==> src/rtl/mul_16bit_wallace.sv <==
// ---------------------------------------------------------------------------
// mul_16bit_wallace
//   Unsigned 16x16 multiplier. Operands are captured once after reset is
//   released, the 16 partial-product rows are compressed by a Wallace tree
//   in two registered stages (16->11->8->6, then 6->4->3->2), and a final
//   carry-propagate add forms the 32-bit product. The result and done flag
//   then hold until the next reset.
//
// Ports
//   i_clk    in   1   clock, rising edge
//   i_rst    in   1   synchronous active-high reset
//   i_num_a  in   16  multiplicand, unsigned
//   i_num_b  in   16  multiplier, unsigned
//   o_end    out  1   done; high while o_res/o_cry are valid
//   o_res    out  32  product i_num_a * i_num_b
//   o_cry    out  1   1 when o_res[31:16] != 0
// ---------------------------------------------------------------------------
module mul_16bit_wallace #(
    parameter int DATA_WIDTH = 16
) (
    input  logic                      i_clk,
    input  logic                      i_rst,
    input  logic [DATA_WIDTH-1:0]     i_num_a,
    input  logic [DATA_WIDTH-1:0]     i_num_b,
    output logic                      o_end,
    output logic [2*DATA_WIDTH-1:0]   o_res,
    output logic                      o_cry
);

    typedef enum logic [2:0] {
        CAPT = 3'd0,
        RED1 = 3'd1,
        RED2 = 3'd2,
        ADD  = 3'd3,
        DONE = 3'd4
    } state_t;

    state_t      state;
    logic [15:0] a_q;
    logic [15:0] b_q;
    logic [31:0] rows_q [6];
    logic [31:0] sum_q;
    logic [31:0] car_q;

    logic [31:0] lv0 [16];
    logic [31:0] lv1 [11];
    logic [31:0] lv2 [8];
    logic [31:0] lv3 [6];
    logic [31:0] lv4 [4];
    logic [31:0] lv5 [3];
    logic [31:0] lv6 [2];
    logic [31:0] prod;

    // One row-wide bank of full adders: {carry row, sum row}. Bit positions
    // whose third input is zero degenerate to half adders. The carry row is
    // shifted one weight up; its bit 31 is provably zero because the total
    // of all rows never exceeds 32 bits.
    function automatic logic [63:0] csa(input logic [31:0] x,
                                        input logic [31:0] y,
                                        input logic [31:0] z);
        logic [31:0] s;
        logic [31:0] c;
        s = x ^ y ^ z;
        c = ((x & y) | (x & z) | (y & z)) << 1;
        return {c, s};
    endfunction

    // Stage 1: partial products and Wallace levels 1-3 (16 -> 11 -> 8 -> 6).
    always_comb begin
        for (int unsigned j = 0; j < 16; j++) begin
            lv0[j] = {16'h0000, a_q & {16{b_q[j]}}} << j;
        end
        for (int unsigned g = 0; g < 5; g++) begin
            {lv1[2*g+1], lv1[2*g]} = csa(lv0[3*g], lv0[3*g+1], lv0[3*g+2]);
        end
        lv1[10] = lv0[15];
        for (int unsigned g = 0; g < 3; g++) begin
            {lv2[2*g+1], lv2[2*g]} = csa(lv1[3*g], lv1[3*g+1], lv1[3*g+2]);
        end
        lv2[6] = lv1[9];
        lv2[7] = lv1[10];
        for (int unsigned g = 0; g < 2; g++) begin
            {lv3[2*g+1], lv3[2*g]} = csa(lv2[3*g], lv2[3*g+1], lv2[3*g+2]);
        end
        lv3[4] = lv2[6];
        lv3[5] = lv2[7];
    end

    // Stage 2: Wallace levels 4-6 (6 -> 4 -> 3 -> 2) from the registered rows.
    always_comb begin
        {lv4[1], lv4[0]} = csa(rows_q[0], rows_q[1], rows_q[2]);
        {lv4[3], lv4[2]} = csa(rows_q[3], rows_q[4], rows_q[5]);
        {lv5[1], lv5[0]} = csa(lv4[0], lv4[1], lv4[2]);
        lv5[2]           = lv4[3];
        {lv6[1], lv6[0]} = csa(lv5[0], lv5[1], lv5[2]);
    end

    // Final carry-propagate add; the carry-out is always zero and dropped.
    assign prod = sum_q + car_q;

    always_ff @(posedge i_clk) begin
        if (i_rst) begin
            state <= CAPT;
            a_q   <= '0;
            b_q   <= '0;
            for (int unsigned i = 0; i < 6; i++) begin
                rows_q[i] <= '0;
            end
            sum_q <= '0;
            car_q <= '0;
            o_end <= 1'b0;
            o_res <= '0;
            o_cry <= 1'b0;
        end else begin
            case (state)
                CAPT: begin
                    a_q   <= i_num_a;
                    b_q   <= i_num_b;
                    state <= RED1;
                end
                RED1: begin
                    for (int unsigned i = 0; i < 6; i++) begin
                        rows_q[i] <= lv3[i];
                    end
                    state <= RED2;
                end
                RED2: begin
                    sum_q <= lv6[0];
                    car_q <= lv6[1];
                    state <= ADD;
                end
                ADD: begin
                    o_res <= prod;
                    o_cry <= |prod[31:16];
                    o_end <= 1'b1;
                    state <= DONE;
                end
                default: state <= DONE;
            endcase
        end
    end

endmodule

==> config.mk <==
export PLATFORM = sky130hd
export DESIGN_NAME = mul_16bit_wallace
export DESIGN_NICKNAME = d
export VERILOG_FILES = /design/src/rtl/mul_16bit_wallace.sv
export SDC_FILE = /design/constraint.sdc
export NUM_CORES = 1
export LEC_CHECK = 0
export BUFFER_PORTS_ARGS = -buffer_cell sky130_fd_sc_hd__buf_2
export CAP_MARGIN = 20
export CORE_UTILIZATION = 50
export CTS_CLUSTER_DIAMETER = 30
export DETAILED_ROUTE_END_ITERATION = 16
export GPL_ROUTABILITY_DRIVEN = 0
export PLACE_DENSITY = 0.68
export SYNTH_ARGS = -nofsm -noshare
export SYNTH_HDL_FRONTEND = slang
export SYNTH_SLANG_ARGS = --single-unit
==> constraint.sdc <==
create_clock -name i_clk -period 15.9 [get_ports i_clk]
set_input_delay 0 -clock i_clk [delete_from_list [all_inputs] [get_ports i_clk]]
set_output_delay 0 -clock i_clk [all_outputs]
set_load 0.02 [all_outputs]
==> metrics.md, run 1 <==
| Metric | Value |
|---|---|
| Met1 Use GR | 0.326 |
| Fillers | 2740 |
| Crit path time final | 3.03 ns |
| Setup Viol. Count Final | 0 |
| Worst-Margin Slew | 0.978 ns |
| Vias in the first global route | 12300 |
| Arrival time at the worst endpoint | 3.39 ns |
| RSZ-0062 raised after global routing | false |
| Hold crit path type | in2reg |
| Worst R2R Setup Slack | 12.88 ns |
| Most frequent CP cell | fa_1 |
| Post-synth top flop | dfxtp_1 |
| Cell at the slowest stage of the critical path | dfxtp_1 |
| Antenna Nets Post-Route | 0 |
| Status | finished clean |
| Commonest non-fill, non-tap cells in the layout | nand2_1, and2_1, fa_1 |
| All-Layer GR Usage | 0.238 |
| Setup_tns | 0 ns |
| Post-synthesis sequential area ratio | 0.358 |
| Layout area overhead | 18.6% |
| Clk_lat worst skew | 0.61 ns |
| Initial antenna violation count | 0 |
| DP HPWL | 25900 um |
| Yosys reg bits | 241 |
| CTS resizes | 0 |
| Peak supply drop | 0.0000765 V |
| Post-DP Area | 17300 um2 |
| CTS root buf | clkbuf_16 |
| Routed length per placed instance | 16.6 um |
| Critical Path Start Type | register |
| Sinks on Clock Net | 241 |
| Mapped Cells | 1695 |
| Top Usage Layer GRT | met2 |
| H-tree depth | 2 |
| Die width | 185 um |
| CP Cell Sequence | nand2_1 -> fa_1 -> fa_1 -> inv_1 -> fa_1 -> and2_1 |
| Post-synthesis average cell area | 9.86 um2 |
| Yosys warnings | 0 |
| Max frequency | 331 MHz |
| Port Buf Inserts | 67 |
| Die area | 34100 um2 |
| # DRC | 0 |
| Clk slew on worst S/H paths | 0.05 ns |
| Antenna Cells | 0 |
| First-pass GRT wire length | 63000 um |
| # rows | 66 |
| Post-route clock skew | 0.0497 ns |
| PwrDens | 122 nW/um2 |
| Final Max Slew Viols | 0 |
| DRT Wirelength | 37700 um |
| Hold Startpoint | i_num_a[9] |
| Largest net degree at the start of global routing | 103 |
| Initial DRT Pass Iterations | 5 |
| Worst Path Max Fanout | 17 |
| Met2 usage | 0.379 |
| EDFF count, synth | 116 |
| Setup CP Type | reg2reg |
| Global route overflow | 0 |
| FF+latch area | 5990 um2 |
| Critical Path RT | 16.27 ns |
| Critical Path Start | b_q[14] |
| Worst Setup EP | rows_q[2][15] |
| Fin nets | 2083 |
| Global-route track usage on met3 | 0.0468 |
| Multi-input logic area | 9680 um2 |
| Cell Area, Synth | 16700 um2 |
| Initial Util | 0.511 |
| Ports | 68 |
| Leakage | 8.70 nW |
| Die H | 185 um |
| Bufs on Longest Clock Path | 3 |
| Final hold vios | 0 |
| Commonest non-fill, non-tap cell in the layout | nand2_1 |
| R2R Path End | rows_q[2][15] |
| Critical Path Max Stage Delay | 0.83 ns |
| Reg2reg start | b_q[14] |
| Setup crit end kind | register |
| Inserted Clock Buffers | 59 |
| Via count | 11700 |
| Syn Nets | 2007 |
| Netlist cell types | 53 |
| Worst-case headroom to the max-slew limit | 0.348 |
| Reg2reg path depth | 6 |
| Vias per cell | 5.18 |
| FFs w/ async S/R, synth | 0 |
| Share of cells above drive strength 1 | 0.109 |
| CTS tree | yes |
| Core area | 32700 um2 |
| Initial DRC Count | 920 |
| Post-layout instance area | 19800 um2 |
| Number of max-cap violations | 0 |
| Final Cycle Share | 0.190 |
==> registers in the layout, summed over array words and instances (netlist names), 3 cells and up <==
signal and flops:
b_q 16, o_res 32, sum_q 31, car_q 25, state 3, rows_q 116, a_q 16
==> final cells by class <==
class	count	share of cell area
clock buffer	68	0.0821
timing repair buffer	111	0.0388
multi-input combinational	1177	0.489
clock inverter	43	0.0259
inverter	181	0.0343
tap	442	0.0279
sequential	241	0.302
==> layer usage <==
metal	share of wire	vias to the layer above
met5	0	-
met4	0.020	0
met3	0.066	65
met2	0.45	391
met1	0.46	5707
li1	-	5557
==> synth_stat cells (all sizes together) (3+ instances only) <==
master	n	area, um2
and2	240	1500
nor2	47	176
xnor2	11	104
nor3	10	50.1
and3	18	113
xor2	7	61.3
or3	6	37.5
edfxtp	116	3480
a211oi	9	72.6
o211ai	5	37.5
dfxtp	125	2500
clkbuf	88	330
ha	77	963
nand2	329	1230
nand4	5	31.3
o21ai	16	80.1
a21o	4	30.0
fa	201	4020
a21oi	141	717
nand3	11	55.1
o21a	3	22.5
inv	181	679
a31oi	4	25.0
buf	8	56.3
o21bai	3	22.5
==> worst min path at each step <==
stage	depth (start not counted)	to	slack, ns
CTS	4	b_q[4]	0.14
finish	4	a_q[9]	0.17
global route	4	b_q[4]	0.18
detailed placement	3	a_q[1]	0.25
global placement	3	a_q[13]	0.24
floorplan	2	b_q[10]	0.14
==> through the flow <==
| step | hold WS, ns | util | total power, mW | std cells | worst slack [ns] |
|---|---|---|---|---|---|
| CTS | 0.142 | 0.606 | 2.43 | 2263 | 12.87 |
| floorplan | 0.136 | - | 1.03 | 1695 | 9.38 |
| detailed placement | 0.245 | 0.530 | 1.15 | 2117 | 12.88 |
| global route | 0.180 | 0.606 | 2.53 | 2263 | 12.78 |
| finish | 0.171 | 0.606 | 2.41 | 2263 | 12.88 |
| global placement | 0.241 | 0.529 | 1.14 | 2116 | 12.93 |
==> logic make-up (layout without fill, tap and decap cells) <==
| kind of cell | Yosys count | in the layout | share of synthesized area |
|---|---|---|---|
| flip-flops | 241 | 241 | 0.358 |
| buffers and inverters | 277 | 403 | 0.0638 |
| adder cells (fa/ha/maj) | 278 | 278 | 0.299 |
| AND/OR/NAND/NOR | 675 | 675 | 0.195 |
| AO/OA/AOI/OAI | 204 | 204 | 0.0727 |
| multiplexers | 2 | 2 | 0.00120 |
| XOR/XNOR | 18 | 18 | 0.00989 |
==> report_power, final <==
part / switching, mW / internal [mW]
logic: 0.214 / 0.146
clock network: 0.397 / 0.864
registers: 0.0805 / 0.709
total: 0.691 / 1.72
==> critical path, delay by kind of cell, from the launching register on <==
kind          cells  cell delay, ns
simple gates      2            0.34
flops             1            0.83
fa+ha+maj         3            1.54
buf+inv           1            0.05
==> timing repair <==
item / in CTS / in global routing
hold endpoints to repair: 69 / 0
setup buffers: 0 / 0
hold buffers: 35 / 0
endpoints found under the setup margin: 0 / 0
No activity file was read; power rests on OpenSTA's default activity.
==> run 2, diff against run 1 <==
--- a/config.mk
+++ b/config.mk
@@ -5,6 +5,7 @@
 export SDC_FILE = /design/constraint.sdc
 export NUM_CORES = 1
 export LEC_CHECK = 0
+export ABC_AREA = 1
 export BUFFER_PORTS_ARGS = -buffer_cell sky130_fd_sc_hd__buf_2
 export CAP_MARGIN = 20
 export CORE_UTILIZATION = 50
==> constraint.sdc (replaced) <==
create_clock -name i_clk -period 3.1 [get_ports i_clk]
set_input_delay 0 -clock i_clk [delete_from_list [all_inputs] [get_ports i_clk]]
set_output_delay 0 -clock i_clk [all_outputs]
set_load 0.02 [all_outputs]
==> metrics.md, run 2 <==
| Metric | Value |
|---|---|
| Status | finished clean |
| Antenna Cells | 0 (unchanged) |
| Initial Util | 0.506 (-0.00473) |
| # DRC | 0 (unchanged) |
| Yosys warnings | 0 (unchanged) |
| Commonest non-fill, non-tap cell in the layout | inv_1 |
| PwrDens | 633 nW/um2 (+420%) |
| R2R Path End | rows_q[0][10] |
| Leakage | 10.8 nW (+24%) |
| Largest register by flop count | rows_q |
| Reg2reg path depth | 7 (+1) |
| Post-synth top flop | dfxtp_1 |
| Initial DRT Pass Iterations | 7 (+2) |
| Hold crit path type | in2reg |
| Critical Path Start | a_q[6] |
| Crit path time final | 2.97 ns (-0.0570 ns) |
| EDFF count, synth | 116 (unchanged) |
| Cell Area, Synth | 17400 um2 (+4.4%) |
| Port Buf Inserts | 67 (unchanged) |
| Reg2reg start | a_q[6] |
| Setup CP Type | reg2reg |
| Mapped Cells | 2135 (+26%) |
| Vias per cell | 4.90 (-5.3%) |
| Die area | 35600 um2 (+4.3%) |
| Fin nets | 2516 (+21%) |
| Post-CTS setup buffers | 0 (unchanged) |
| Met2 usage | 0.381 (+0.00112) |
| Synth area leader | fa_1 |
| Post-synthesis average cell area | 8.17 um2 (-17%) |
| Antenna Nets Post-Route | 0 (unchanged) |
| Global-route track usage on met3 | 0.0415 (-0.00526) |
| Fillers | 2998 (+9.4%) |
| Clk slew on worst S/H paths | 0.05 ns (about the same) |
| Peak supply drop | 0.000491 V (+540%) |
| CTS root buf | clkbuf_16 |
| Final Cycle Share | 0.957 (+0.767) |
| Top-count cell post-synth | inv_1 |
| Worst R2R Setup Slack | 0.13 ns (-12.74 ns) |
| Post-route clock skew | 0.0163 ns (-0.0334 ns) |
| Routed length per placed instance | 14.9 um (-10%) |
| Max frequency | 337 MHz (+1.9%) |
| Share of cells above drive strength 1 | 0.0956 (-0.0131) |
| Final Max Slew Viols | 0 (unchanged) |
| Core area | 34500 um2 (+5.4%) |
| First-pass GRT wire length | 67900 um (+7.8%) |
| Arrival time at the worst endpoint | 3.27 ns (-0.12 ns) |
| DRT Wirelength | 40300 um (+7.0%) |
| Commonest non-fill, non-tap cells in the layout | inv_1, nand2_1, nor2_1 |
| Worst Setup EP | rows_q[0][10] |
| Global route overflow | 0 (unchanged) |
| Critical Path Start Type | register |
| Die width | 189 um (+2.2%) |
| Syn Nets | 2447 (+22%) |
| Final hold vios | 0 (unchanged) |
| Dpl cells | 2572 (+21%) |
| CTS tree | yes |
| Top flop regs | rows_q x116, o_res x32, sum_q x31 |
| Top post-synthesis cells by area | fa_1, edfxtp_1, dfxtp_1 |
| Layout area overhead | 16.4% |
| H-tree depth | 2 (unchanged) |
| Met1 Use GR | 0.325 (-0.000899) |
| Max reg flops | 116 (unchanged) |
| DP HPWL | 28200 um (+8.7%) |
| All-Layer GR Usage | 0.237 (-0.000660) |
| Clk_lat worst skew | 0.57 ns (-0.04 ns) |
| Netlist cell types | 32 (-40%) |
| Ports | 68 (unchanged) |
| Worst-Margin Slew | 0.940 ns (-0.0378 ns) |
| Setup_tns | 0 ns (unchanged) |
| Number of max-cap violations | 0 (unchanged) |
| Setup crit end kind | register |
| Initial DRC Count | 957 (+4.0%) |
| Setup Viol. Count Final | 0 (unchanged) |
| Top Usage Layer GRT | met2 |
| Initial antenna violation count | 0 (unchanged) |
| Fin cells | 2703 (+19%) |
| Synth top cells by count | inv_1, nand2_1, nor2_1 |
| Post-synthesis sequential area ratio | 0.343 (-0.0151) |
| FFs w/ async S/R, synth | 0 (unchanged) |
| RSZ-0062 raised after global routing | false |
| Yosys top cell area share | 0.231 (-0.0101) |
| Die H | 189 um (+2.2%) |
| Vias in the first global route | 13800 (+12%) |
| Sinks on Clock Net | 241 (unchanged) |
| Inserted Clock Buffers | 52 (-12%) |
| Worst-case headroom to the max-slew limit | 0.373 (+0.0252) |
| Bufs on Longest Clock Path | 3 (unchanged) |
| # rows | 68 (+3.0%) |
| Via count | 13300 (+13%) |
| Largest net degree at the start of global routing | 110 (+6.8%) |
| Critical Path RT | 3.40 ns (-12.87 ns) |
| Worst Path Max Fanout | 17 (unchanged) |
| Yosys reg bits | 241 (unchanged) |
## run 2: changes by cell type in the layout (fill, tap and decap cells not counted), sizes merged, moves of 10 or more
cell / before / now
buf: 76 / 94
nor2: 47 / 368
and3: 18 / 0
clkbuf: 68 / 56
nand2: 329 / 427
inv: 188 / 511
xnor2: 11 / 1
and2: 240 / 1
a21oi: 141 / 26
o21ai: 16 / 115
nand3: 11 / 23
## run 2: stage by stage
stage	total power, mW	setup slack, ns	utilization	hold slack, ns	cell area [um2]
after floorplan	6.22	0.320	-	0.135	17400
after global placement	7.10	0.0430	0.527	0.223	18100
after detailed placement	7.21	0.0306	0.527	0.229	18100
after CTS	12.9	0.0295	0.589	0.176	20300
after global routing	13.6	0.0259	0.589	0.211	20300
final	12.9	0.132	0.589	0.195	20300
## run 2: layout make-up
type,count,area [um2],area share
Clock buffer,56,1350,0.0663
Clock inverter,42,462,0.0227
Inverter,508,1910,0.0940
Multi-Input combinational cell,1274,9120,0.450
Sequential cell,241,5990,0.295
Tap cell,455,569,0.0281
Timing Repair Buffer,127,893,0.0440
## run 2: logic make-up after synthesis
logic type | synth area share
xor gates and xnor gates | 0.00445
and+or+nand+nor | 0.187
DFF | 0.343
AOI/OAI and AO/OA | 0.0456
adders and majority gates | 0.286
buffers and inverters | 0.134
## run 2: worst min-delay path by stage
stage,cells past startpoint,startpoint,to
after floorplan,2,i_num_b[15],b_q[15]
after global placement,3,i_num_b[13],b_q[13]
after detailed placement,3,i_num_a[1],a_q[1]
after CTS,4,i_num_b[14],b_q[14]
after global routing,4,i_num_b[7],b_q[7]
final,4,i_num_b[10],b_q[10]
## run 2: repair_timing
action                                  CTS  global route
endpoints found under the setup margin    0            12
hold endpoints to repair                 47             0
resized for setup                         0             5
hold buffers                             33             0
## run 2: layer usage
layer	routed length (um)	up-vias
met3	2920	92
met1	18300	6284
li1	-	6404
met4	1040	0
met5	0	-
met2	18100	472
## run 2: power breakdown
part | total, mW | internal, mW | leakage, nW | switching [mW]
combinational | 3.07 | 1.17 | 7.64 | 1.90
clock | 5.62 | 3.74 | 0.877 | 1.88
sequential | 4.17 | 3.72 | 2.26 | 0.449
total | 12.9 | 8.62 | 10.8 | 4.23
## run 2: worst max-delay path, cell delays in order, from the launching register on
cell	delay [ns]
dfxtp_1	0.81
nand2_1	0.23
fa_1	0.55
fa_1	0.55
inv_1	0.05
fa_1	0.42
inv_1	0.06
nor2_1	0.04
==> run 3, diff against run 2 <==
--- a/config.mk
+++ b/config.mk
@@ -8,11 +8,14 @@
 export ABC_AREA = 1
 export BUFFER_PORTS_ARGS = -buffer_cell sky130_fd_sc_hd__buf_2
 export CAP_MARGIN = 20
+export CORE_MARGIN = 1.5
 export CORE_UTILIZATION = 50
 export CTS_CLUSTER_DIAMETER = 30
 export DETAILED_ROUTE_END_ITERATION = 16
 export GPL_ROUTABILITY_DRIVEN = 0
+export GPL_TIMING_DRIVEN = 0
 export PLACE_DENSITY = 0.68
+export SLEW_MARGIN = 10
 export SYNTH_ARGS = -nofsm -noshare
 export SYNTH_HDL_FRONTEND = slang
 export SYNTH_SLANG_ARGS = --single-unit
==> metrics.md, run 3 (same netlist as run 2, synthesis figures left out) <==
| Metric | Value |
|---|---|
| Status | finished clean |
| PwrDens | 657 nW/um2 (+3.8%) |
| Setup Viol. Count Final | 0 (unchanged) |
| Global route overflow | 0 (unchanged) |
| Post-route clock skew | 0.0284 ns (+0.0121 ns) |
| Fin nets | 2578 (+2.5%) |
| CTS tree | yes |
| Setup crit end kind | register |
| Worst-Margin Slew | 0.940 ns (+0.000181 ns) |
| Clk_lat worst skew | 0.61 ns (+0.04 ns) |
| Die H | 190 um (+0.53%) |
| Post-DP Area | 18400 um2 (+1.1%) |
| Reg2reg start | b_q[4] |
| Critical Path RT | 3.41 ns (about the same) |
| Max frequency | 328 MHz (-2.6%) |
| H-tree depth | 2 (unchanged) |
| Fillers | 3041 (+1.4%) |
| Most frequent CP cell | fa_1 |
| Vias per cell | 4.99 (+1.7%) |
| # rows | 68 (unchanged) |
| Port Buf Inserts | 66 (-1.5%) |
| Largest net degree at the start of global routing | 118 (+7.3%) |
| Fin cells | 2768 (+2.4%) |
| Max reg flops | 116 (unchanged) |
| Initial DRT Pass Iterations | 5 (-2) |
| Setup_tns | 0 ns (unchanged) |
| Bufs on Longest Clock Path | 3 (unchanged) |
| Peak supply drop | 0.000459 V (-6.5%) |
| Number of max-cap violations | 0 (unchanged) |
| Pre-CTS setup slack | -0.410 ns (-0.440 ns) |
| Critical Path Max Stage Delay | 0.61 ns (-0.20 ns) |
| Largest register by flop count | rows_q |
| Setup CP Type | reg2reg |
| Worst Path Max Fanout | 10 (-7) |
| Initial DRC Count | 1095 (+14%) |
| Worst-case headroom to the max-slew limit | 0.373 (about the same) |
| Crit path time final | 3.05 ns (+0.0787 ns) |
| Routed length per placed instance | 16.8 um (+13%) |
| Layout area overhead | 18.3% |
| RSZ-0062 raised after global routing | true |
| Share of cells above drive strength 1 | 0.100 (+0.00466) |
| Initial antenna violation count | 0 (unchanged) |
| Sinks on Clock Net | 241 (unchanged) |
| Top flop regs | rows_q x116, o_res x32, sum_q x31 |
| Final Max Slew Viols | 0 (unchanged) |
| Antenna Cells | 0 (unchanged) |
| Post-layout instance area | 20600 um2 (+1.7%) |
| First-pass GRT wire length | 75200 um (+11%) |
| Ports | 68 (unchanged) |
| Commonest non-fill, non-tap cell in the layout | inv_1 |
| DP HPWL | 34500 um (+23%) |
| Critical Path Start | b_q[4] |
| Inserted Clock Buffers | 56 (+7.7%) |
| Die width | 190 um (+0.53%) |
| Commonest non-fill, non-tap cells in the layout | inv_1, nand2_1, nor2_1 |
| Vias in the first global route | 14500 (+4.6%) |
| Antenna Nets Post-Route | 0 (unchanged) |
| Via count | 13800 (+4.2%) |
| Arrival time at the worst endpoint | 3.36 ns (+0.09 ns) |
| Clk slew on worst S/H paths | 0.05 ns (about the same) |
| Critical Path Start Type | register |
| Final Cycle Share | 0.983 (+0.0254) |
| CP Cell Sequence | clkbuf_2 -> nand2_1 -> fa_1 -> inv_1 -> fa_1 -> fa_1 -> inv_1 -> nor2_1 |
| CTS root buf | clkbuf_16 |
| Hold WS | 0.169 ns (-0.0256 ns) |
| Total Power | 13.6 mW (+5.5%) |
| Dpl cells | 2656 (+3.3%) |
| All-Layer GR Usage | 0.272 (+0.0349) |
| Initial Util | 0.506 (unchanged) |
| Post-CTS setup buffers | 0 (unchanged) |
| Leakage | 10.9 nW (+1.3%) |
| Finished Core Util | 0.599 (+0.00977) |
| Die area | 36000 um2 (+1.1%) |
| DRT Wirelength | 46600 um (+16%) |
| Final hold vios | 0 (unchanged) |
| Cell at the slowest stage of the critical path | fa_1 |
| Hold crit path type | in2reg |
| Core area | 34500 um2 (unchanged) |
| # DRC | 0 (unchanged) |
| Hold Startpoint | i_num_b[6] |
| Final setup margin | 0.0533 ns (-0.0787 ns) |
-- run 3: routing by layer --
metal / vias to the layer above / part of all wire / track usage
met5: - / 0 / 0
met4: 0 / 0.055 / 0.148
met3: 160 / 0.072 / 0.0491
met2: 577 / 0.46 / 0.453
met1: 6530 / 0.41 / 0.337
li1: 6540 / - / -
-- run 3: path summary, 6_finish.rpt --
| check | to | slack (ns) | depth (start not counted) |
|---|---|---|---|
| max reg2reg | rows_q[0][17] | 0.05 | 8 |
| min reg2reg | o_res[3] | 0.47 | 2 |
| min | b_q[6] | 0.17 | 4 |
| max | rows_q[0][17] | 0.05 | 8 |
-- run 3: area by class of cell --
class / instances / area (um2) / share of cell area
Tap cell: 455 / 569 / 0.0276
Buffer: 86 / 378 / 0.0183
Sequential cell: 241 / 6010 / 0.291
Multi-Input combinational cell: 1274 / 9130 / 0.443
Inverter: 508 / 1910 / 0.0924
Clock inverter: 35 / 473 / 0.0229
Clock buffer: 70 / 1500 / 0.0729
Timing Repair Buffer: 99 / 661 / 0.0320
-- run 3: critical path: cells and delay by family (launching register included) --
kind / cells / cell delay, ns
adder cells (fa/ha/maj): 3 / 1.57
buffers and inverters: 3 / 0.49
flip-flops: 1 / 0.54
AND/OR/NAND/NOR: 2 / 0.16
-- run 3: power breakdown --
part           switching [mW]  internal, mW  leakage, nW
clock                    1.95          4.11        0.945
combinational            2.19          1.21         7.71
sequential              0.378          3.73         2.26
-- run 3: what timing repair did --
item | in CTS | in global routing
gates resized for setup | 31 | 24
hold buffers | 33 | 0
endpoints found under the hold margin | 37 | 0
setup endpoints to repair | 58 | 39
